<file path="src/rtl/bsg_demodulator.sv">
// rtl/bsg_demodulator.sv - Manchester receive demodulator: line sync, chip timing, sync hunt, word decode
// Optional feature macro: BSG_RX_PARITY_EN (even parity bit after the data word)
module bsg_demodulator #(
  parameter int          DATA_WIDTH  = 8,
  parameter int          HALF_PERIOD = 4,
  parameter logic [7:0]  SYNC_WORD   = 8'hD5
) (
  input  logic                  G_CLK_RX,
  input  logic                  rst,
  input  logic                  enable,
  input  logic                  rx_in,
  output logic [DATA_WIDTH-1:0] data_out,
  output logic                  data_valid,
  output logic                  code_err,
  output logic                  busy
);

  localparam int CW = $clog2(HALF_PERIOD);
`ifdef BSG_RX_PARITY_EN
  localparam int NBITS = DATA_WIDTH + 1;
`else
  localparam int NBITS = DATA_WIDTH;
`endif
  localparam int BW = $clog2(NBITS + 1);

  // Bit 1 -> chips 0,1 ; bit 0 -> chips 1,0 ; first chip lands in the MSB
  function automatic logic [15:0] manchester(input logic [7:0] w);
    logic [15:0] m;
    m = '0;
    for (int i = 0; i < 8; i++) begin
      m[2*i +: 2] = w[i] ? 2'b01 : 2'b10;
    end
    return m;
  endfunction

  localparam logic [15:0] SYNC_CHIPS = manchester(SYNC_WORD);

  typedef enum logic {HUNT, DATA} state_e;

  logic                  rx_m_q, rx_s_q;
  logic [CW-1:0]         cnt_q;
  state_e                state_q;
  logic [15:0]           chip_sr_q;
  logic [BW-1:0]         bit_cnt_q;
  logic                  phase_q;
  logic                  first_q;
  logic [DATA_WIDTH-1:0] word_q;
  logic [DATA_WIDTH-1:0] data_out_q;
  logic                  data_valid_q;
  logic                  code_err_q;

  logic line_edge;
  logic chip_stb;

  // rx_s is about to change: restart chip timing so cnt is 0 in the first cycle of the new chip
  assign line_edge = rx_m_q ^ rx_s_q;
  assign chip_stb  = (cnt_q == CW'(HALF_PERIOD / 2));

  // Two-flop synchroniser for the asynchronous line
  always_ff @(posedge G_CLK_RX) begin
    if (rst) begin
      rx_m_q <= 1'b0;
      rx_s_q <= 1'b0;
    end else begin
      rx_m_q <= rx_in;
      rx_s_q <= rx_m_q;
    end
  end

  // Chip phase counter, free-running and resynchronised on every line transition
  always_ff @(posedge G_CLK_RX) begin
    if (rst || line_edge || cnt_q == CW'(HALF_PERIOD - 1)) begin
      cnt_q <= '0;
    end else begin
      cnt_q <= cnt_q + 1'b1;
    end
  end

  // Hunt/decode FSM with registered outputs
  always_ff @(posedge G_CLK_RX) begin
    if (rst) begin
      state_q      <= HUNT;
      chip_sr_q    <= '0;
      bit_cnt_q    <= '0;
      phase_q      <= 1'b0;
      first_q      <= 1'b0;
      word_q       <= '0;
      data_out_q   <= '0;
      data_valid_q <= 1'b0;
      code_err_q   <= 1'b0;
    end else begin
      data_valid_q <= 1'b0;
      code_err_q   <= 1'b0;
      if (!enable) begin
        state_q   <= HUNT;
        chip_sr_q <= '0;
        bit_cnt_q <= '0;
        phase_q   <= 1'b0;
        word_q    <= '0;
      end else begin
        case (state_q)
          HUNT: begin
            // The match is seen the cycle after the last sync chip shifts, well before the next strobe
            if (chip_sr_q == SYNC_CHIPS) begin
              state_q   <= DATA;
              chip_sr_q <= '0;
              bit_cnt_q <= '0;
              phase_q   <= 1'b0;
              word_q    <= '0;
            end else if (chip_stb) begin
              chip_sr_q <= {chip_sr_q[14:0], rx_s_q};
            end
          end
          DATA: begin
            if (chip_stb) begin
              if (!phase_q) begin
                first_q <= rx_s_q;
                phase_q <= 1'b1;
              end else begin
                phase_q <= 1'b0;
                if (first_q == rx_s_q) begin
                  code_err_q <= 1'b1;
                  state_q    <= HUNT;
                  chip_sr_q  <= '0;
                  bit_cnt_q  <= '0;
                  word_q     <= '0;
                end else if (bit_cnt_q == BW'(NBITS - 1)) begin
`ifdef BSG_RX_PARITY_EN
                  // Final pair carries the even parity bit over the already complete word
                  if ((^word_q) == rx_s_q) begin
                    data_out_q   <= word_q;
                    data_valid_q <= 1'b1;
                  end else begin
                    code_err_q <= 1'b1;
                  end
`else
                  data_out_q   <= {word_q[DATA_WIDTH-2:0], rx_s_q};
                  data_valid_q <= 1'b1;
`endif
                  state_q   <= HUNT;
                  chip_sr_q <= '0;
                  bit_cnt_q <= '0;
                  word_q    <= '0;
                end else begin
                  // Valid pair: the second chip equals the bit value
                  word_q    <= {word_q[DATA_WIDTH-2:0], rx_s_q};
                  bit_cnt_q <= bit_cnt_q + 1'b1;
                end
              end
            end
          end
          default: state_q <= HUNT;
        endcase
      end
    end
  end

  assign data_out   = data_out_q;
  assign data_valid = data_valid_q;
  assign code_err   = code_err_q;
  assign busy       = (state_q == DATA);

endmodule

</file>
<file path="config.mk">
export PLATFORM = sky130hd
export DESIGN_NAME = bsg_demodulator
export DESIGN_NICKNAME = d
export VERILOG_FILES = /design/src/rtl/bsg_demodulator.sv
export SDC_FILE = /design/constraint.sdc
export NUM_CORES = 1
export LEC_CHECK = 0
export ABC_AREA = 1
export CORE_MARGIN = 3
export CORE_UTILIZATION = 61
export CTS_CLUSTER_SIZE = 28
export DETAILED_ROUTE_END_ITERATION = 10
export PLACE_DENSITY = 0.83
export SLEW_MARGIN = 20
export SYNTH_ARGS = -nofsm -noshare
export SYNTH_HDL_FRONTEND = slang
export SYNTH_SLANG_ARGS = --single-unit
</file>
<file path="constraint.sdc">
create_clock -name G_CLK_RX -period 2.6 [get_ports G_CLK_RX]
set_input_delay 0.65 -clock G_CLK_RX [delete_from_list [all_inputs] [get_ports G_CLK_RX]]
set_output_delay 0.65 -clock G_CLK_RX [all_outputs]
set_load 0.03 [all_outputs]
</file>
==> parameters.txt <==
Parameter                              Value

Status
  Outcome ... finished clean

Hold path
  Path category of the worst min-delay check ... reg2reg
  Start point of the worst hold path ... data_out[0]

Timing
  Max_slew headroom ... 0.542
  Hold Violations, Final ... 0
  Unrepaired setup endpoints after global routing ... no
  Clock Skews ... 0.00869 ns
  Setup-violating endpoint count in the final report ... 0
  Highest clock rate ... 451 MHz
  Minimum period implied by the final worst setup slack ... 2.22 ns
  Total negative slack ... 0 ns
  Final max-slew violation count ... 0
  Transition time at the pin with the least slew margin ... 0.686 ns
  Final clock period utilization by the worst path ... 0.853

Logic synthesis
  Post-synth EDFFs ... 0
  Flip-flop and latch count after synthesis ... 44
  Most instantiated library cell after synthesis ... sky130_fd_sc_hd__nor2_1
  Register area share after synthesis ... 0.441
  Most frequently used flop master after synthesis ... sky130_fd_sc_hd__dfxtp_1
  Synthesized instance count ... 275
  Area of the mapped netlist ... 2000 um^2
  Largest area contributor in the netlist ... sky130_fd_sc_hd__dfxtp_1
  Leading cell types by total area after synthesis ... sky130_fd_sc_hd__dfxtp_1, sky130_fd_sc_hd__nor2_1, sky130_fd_sc_hd__nand2_1, sky130_fd_sc_hd__a21oi_1, sky130_fd_sc_hd__inv_1
  Synth top cells by count ... sky130_fd_sc_hd__nor2_1, sky130_fd_sc_hd__dfxtp_1, sky130_fd_sc_hd__nand2_1
  Number of unique standard cell types used by synthesis ... 26
  Synth Area per Inst ... 7.26 um^2
  FFs w/ async S/R, synth ... 0
  Fraction of synthesized cell area taken by the top area cell type ... 0.441
  Total nets after synthesis ... 282
  Synth warn ... 0

Floorplanning
  Die Ht ... 63.2 um
  I/O pins ... 15
  Overall die area ... 3990 um^2
  Core box area ... 3080 um^2
  Die width ... 63.2 um
  Initial Utilization ... 0.648
  Site row count ... 20

Detailed routing
  Final wirelength ... 3690 um
  Final ANT Viol Nets ... 0
  Final routed wire length divided by cell count ... 11.1 um
  Number of DRC violations after detailed-routing iteration 0 ... 93
  Number of search-and-repair iterations in the first detailed-routing pass ... 4
  Number of vias per cell after detailed routing ... 5.11
  Vias post-DR ... 1,701
  Remaining routing DRC violations ... 0

Placed design
  Final HPWL DP ... 2480 um
  Count of input and output buffers ... 14
  Gp weighted congestion ... 0.804

Power
  Total Power ... 1200 uW
  Leakage dissipation ... 0.000909 uW
  Cell area power density ... 553 nW/um^2
  VDD IR-drop max ... 0.335 mV

Clock tree
  # Post-CTS Setup Buffers ... 0
  Clock Tree Buf Depth ... 2
  Total clock sinks ... 44
  Hold bufs inserted after CTS ... 0
  CTS Buf Count ... 5
  H-tree levels ... 2
  CTS-repair resized insts ... 0
  Clock edge transition at the registers on the reported setup and hold paths ... 0.13 ns
  Buffer type at the clock tree root ... sky130_fd_sc_hd__clkbuf_4
  CTS tree ... built
  Clock latency on the worst-skew pair ... 0.35 ns

Flow run
  Maximum capacitance violations ... 0

Setup path
  Capturing element type of the critical path ... output pin
  Critical register-to-register path startpoint ... busy
  Category of cells accounting for the largest share of critical-path delay ... buffers and inverters
  Critical path type ... reg2out
  Maximum fanout along the worst path ... 7
  CP Data Arrival Time ... 1.57 ns
  Critical Path Source Type ... register
  Cell breakdown of the critical path ... clkdlybuf4s50_1
  Data required time at the worst endpoint ... 1.95 ns
  CP max-delay cell ... sky130_fd_sc_hd__clkdlybuf4s50_1
  Start point of the critical path ... busy
  Biggest cell delay along the critical path ... 0.73 ns
  Count of buffer and inverter cells on the critical path ... 1

Global routing
  Largest net degree at the start of global routing ... 22
  Initial antenna violation count ... 0
  First-pass GRT wire length ... 6710 um
  Overall global routing resource usage ... 0.206
  Overflow after GRT ... 0
  Vias in the first global route ... 1,560

Cells and area
  Area growth from synthesis to final layout ... 8.90%
  Net count reported at finish ... 295
  Number of diodes added for antenna fixing ... 0
  Layout cell share with drive strength beyond 1 ... 0.0588
  Fill count ... 279
## cells in the final DEF (no fill, tap or decap), drive strengths merged, types with 5 or more instances in the layout
cell / instances
o21ai: 18
a21oi: 28
nand3: 20
clkbuf: 5
dfxtp: 44
nor2: 64
nand2: 45
inv: 33
clkdlybuf4s50: 14
## cell families (layout without fill, tap and decap cells)
kind of cell               after synthesis  after routing  synth area share
AOI/OAI and AO/OA                       49             49             0.126
buffers and inverters                   45             59             0.124
DFF                                     44             44             0.441
xor gates and xnor gates                 2              2            0.0125
and+or+nand+nor                        132            132             0.277
adders and majority gates                3              3            0.0188
## per-stage QoR
stage / cells / util / hold slack [ns] / instance area (um^2) / setup WS [ns]
finish: 333 / 0.706 / 0.451 / 2170 / 0.381
global route: 333 / 0.706 / 0.474 / 2170 / 0.315
CTS: 333 / 0.706 / 0.455 / 2170 / 0.376
detailed placement: 325 / 0.680 / 0.436 / 2090 / 0.328
global placement: 325 / 0.680 / 0.430 / 2090 / 0.421
floorplan: 275 / - / 0.417 / 2000 / 1.01
## sequential cells by signal (all words and copies together) (netlist names), 2 cells and up
| register | flops |
|---|---|
| data_out | 8 |
| bit_cnt_q | 4 |
| cnt_q | 2 |
| chip_sr_q | 16 |
| word_q | 7 |
## per-layer routing
| layer | global-route usage | share of wire |
|---|---|---|
| met5 | 0 | 0 |
| met4 | 0.0997 | 0.018 |
| met3 | 0.0463 | 0.043 |
| met2 | 0.312 | 0.43 |
| met1 | 0.277 | 0.51 |
## power by group
| part | switching, uW | total [uW] | internal [uW] |
|---|---|---|---|
| combinational | 48.8 | 80.3 | 31.6 |
| clock | 225 | 426 | 201 |
| sequential | 9.31 | 696 | 686 |
| total | 283 | 1200 | 918 |
## layout make-up
cell class              instances  area [um^2]  area share
clock inverters                 3         42.5      0.0196
well taps                      44         55.1      0.0253
clock buffers                   5         37.5      0.0173
inverters                      34          128      0.0587
repair buffers                 17          163      0.0748
multi-input cells             186          867       0.399
flip-flops and latches         44          881       0.405
## final timing paths
kind,slack (ns),cells past startpoint,endpoint
worst max-delay path,0.38,1,busy
worst min-delay path,0.45,2,data_out[0]
worst max register to register,0.57,6,word_q[4]
worst min register to register,0.45,2,data_out[0]
Note: power is estimated with default switching activity, not from simulation.
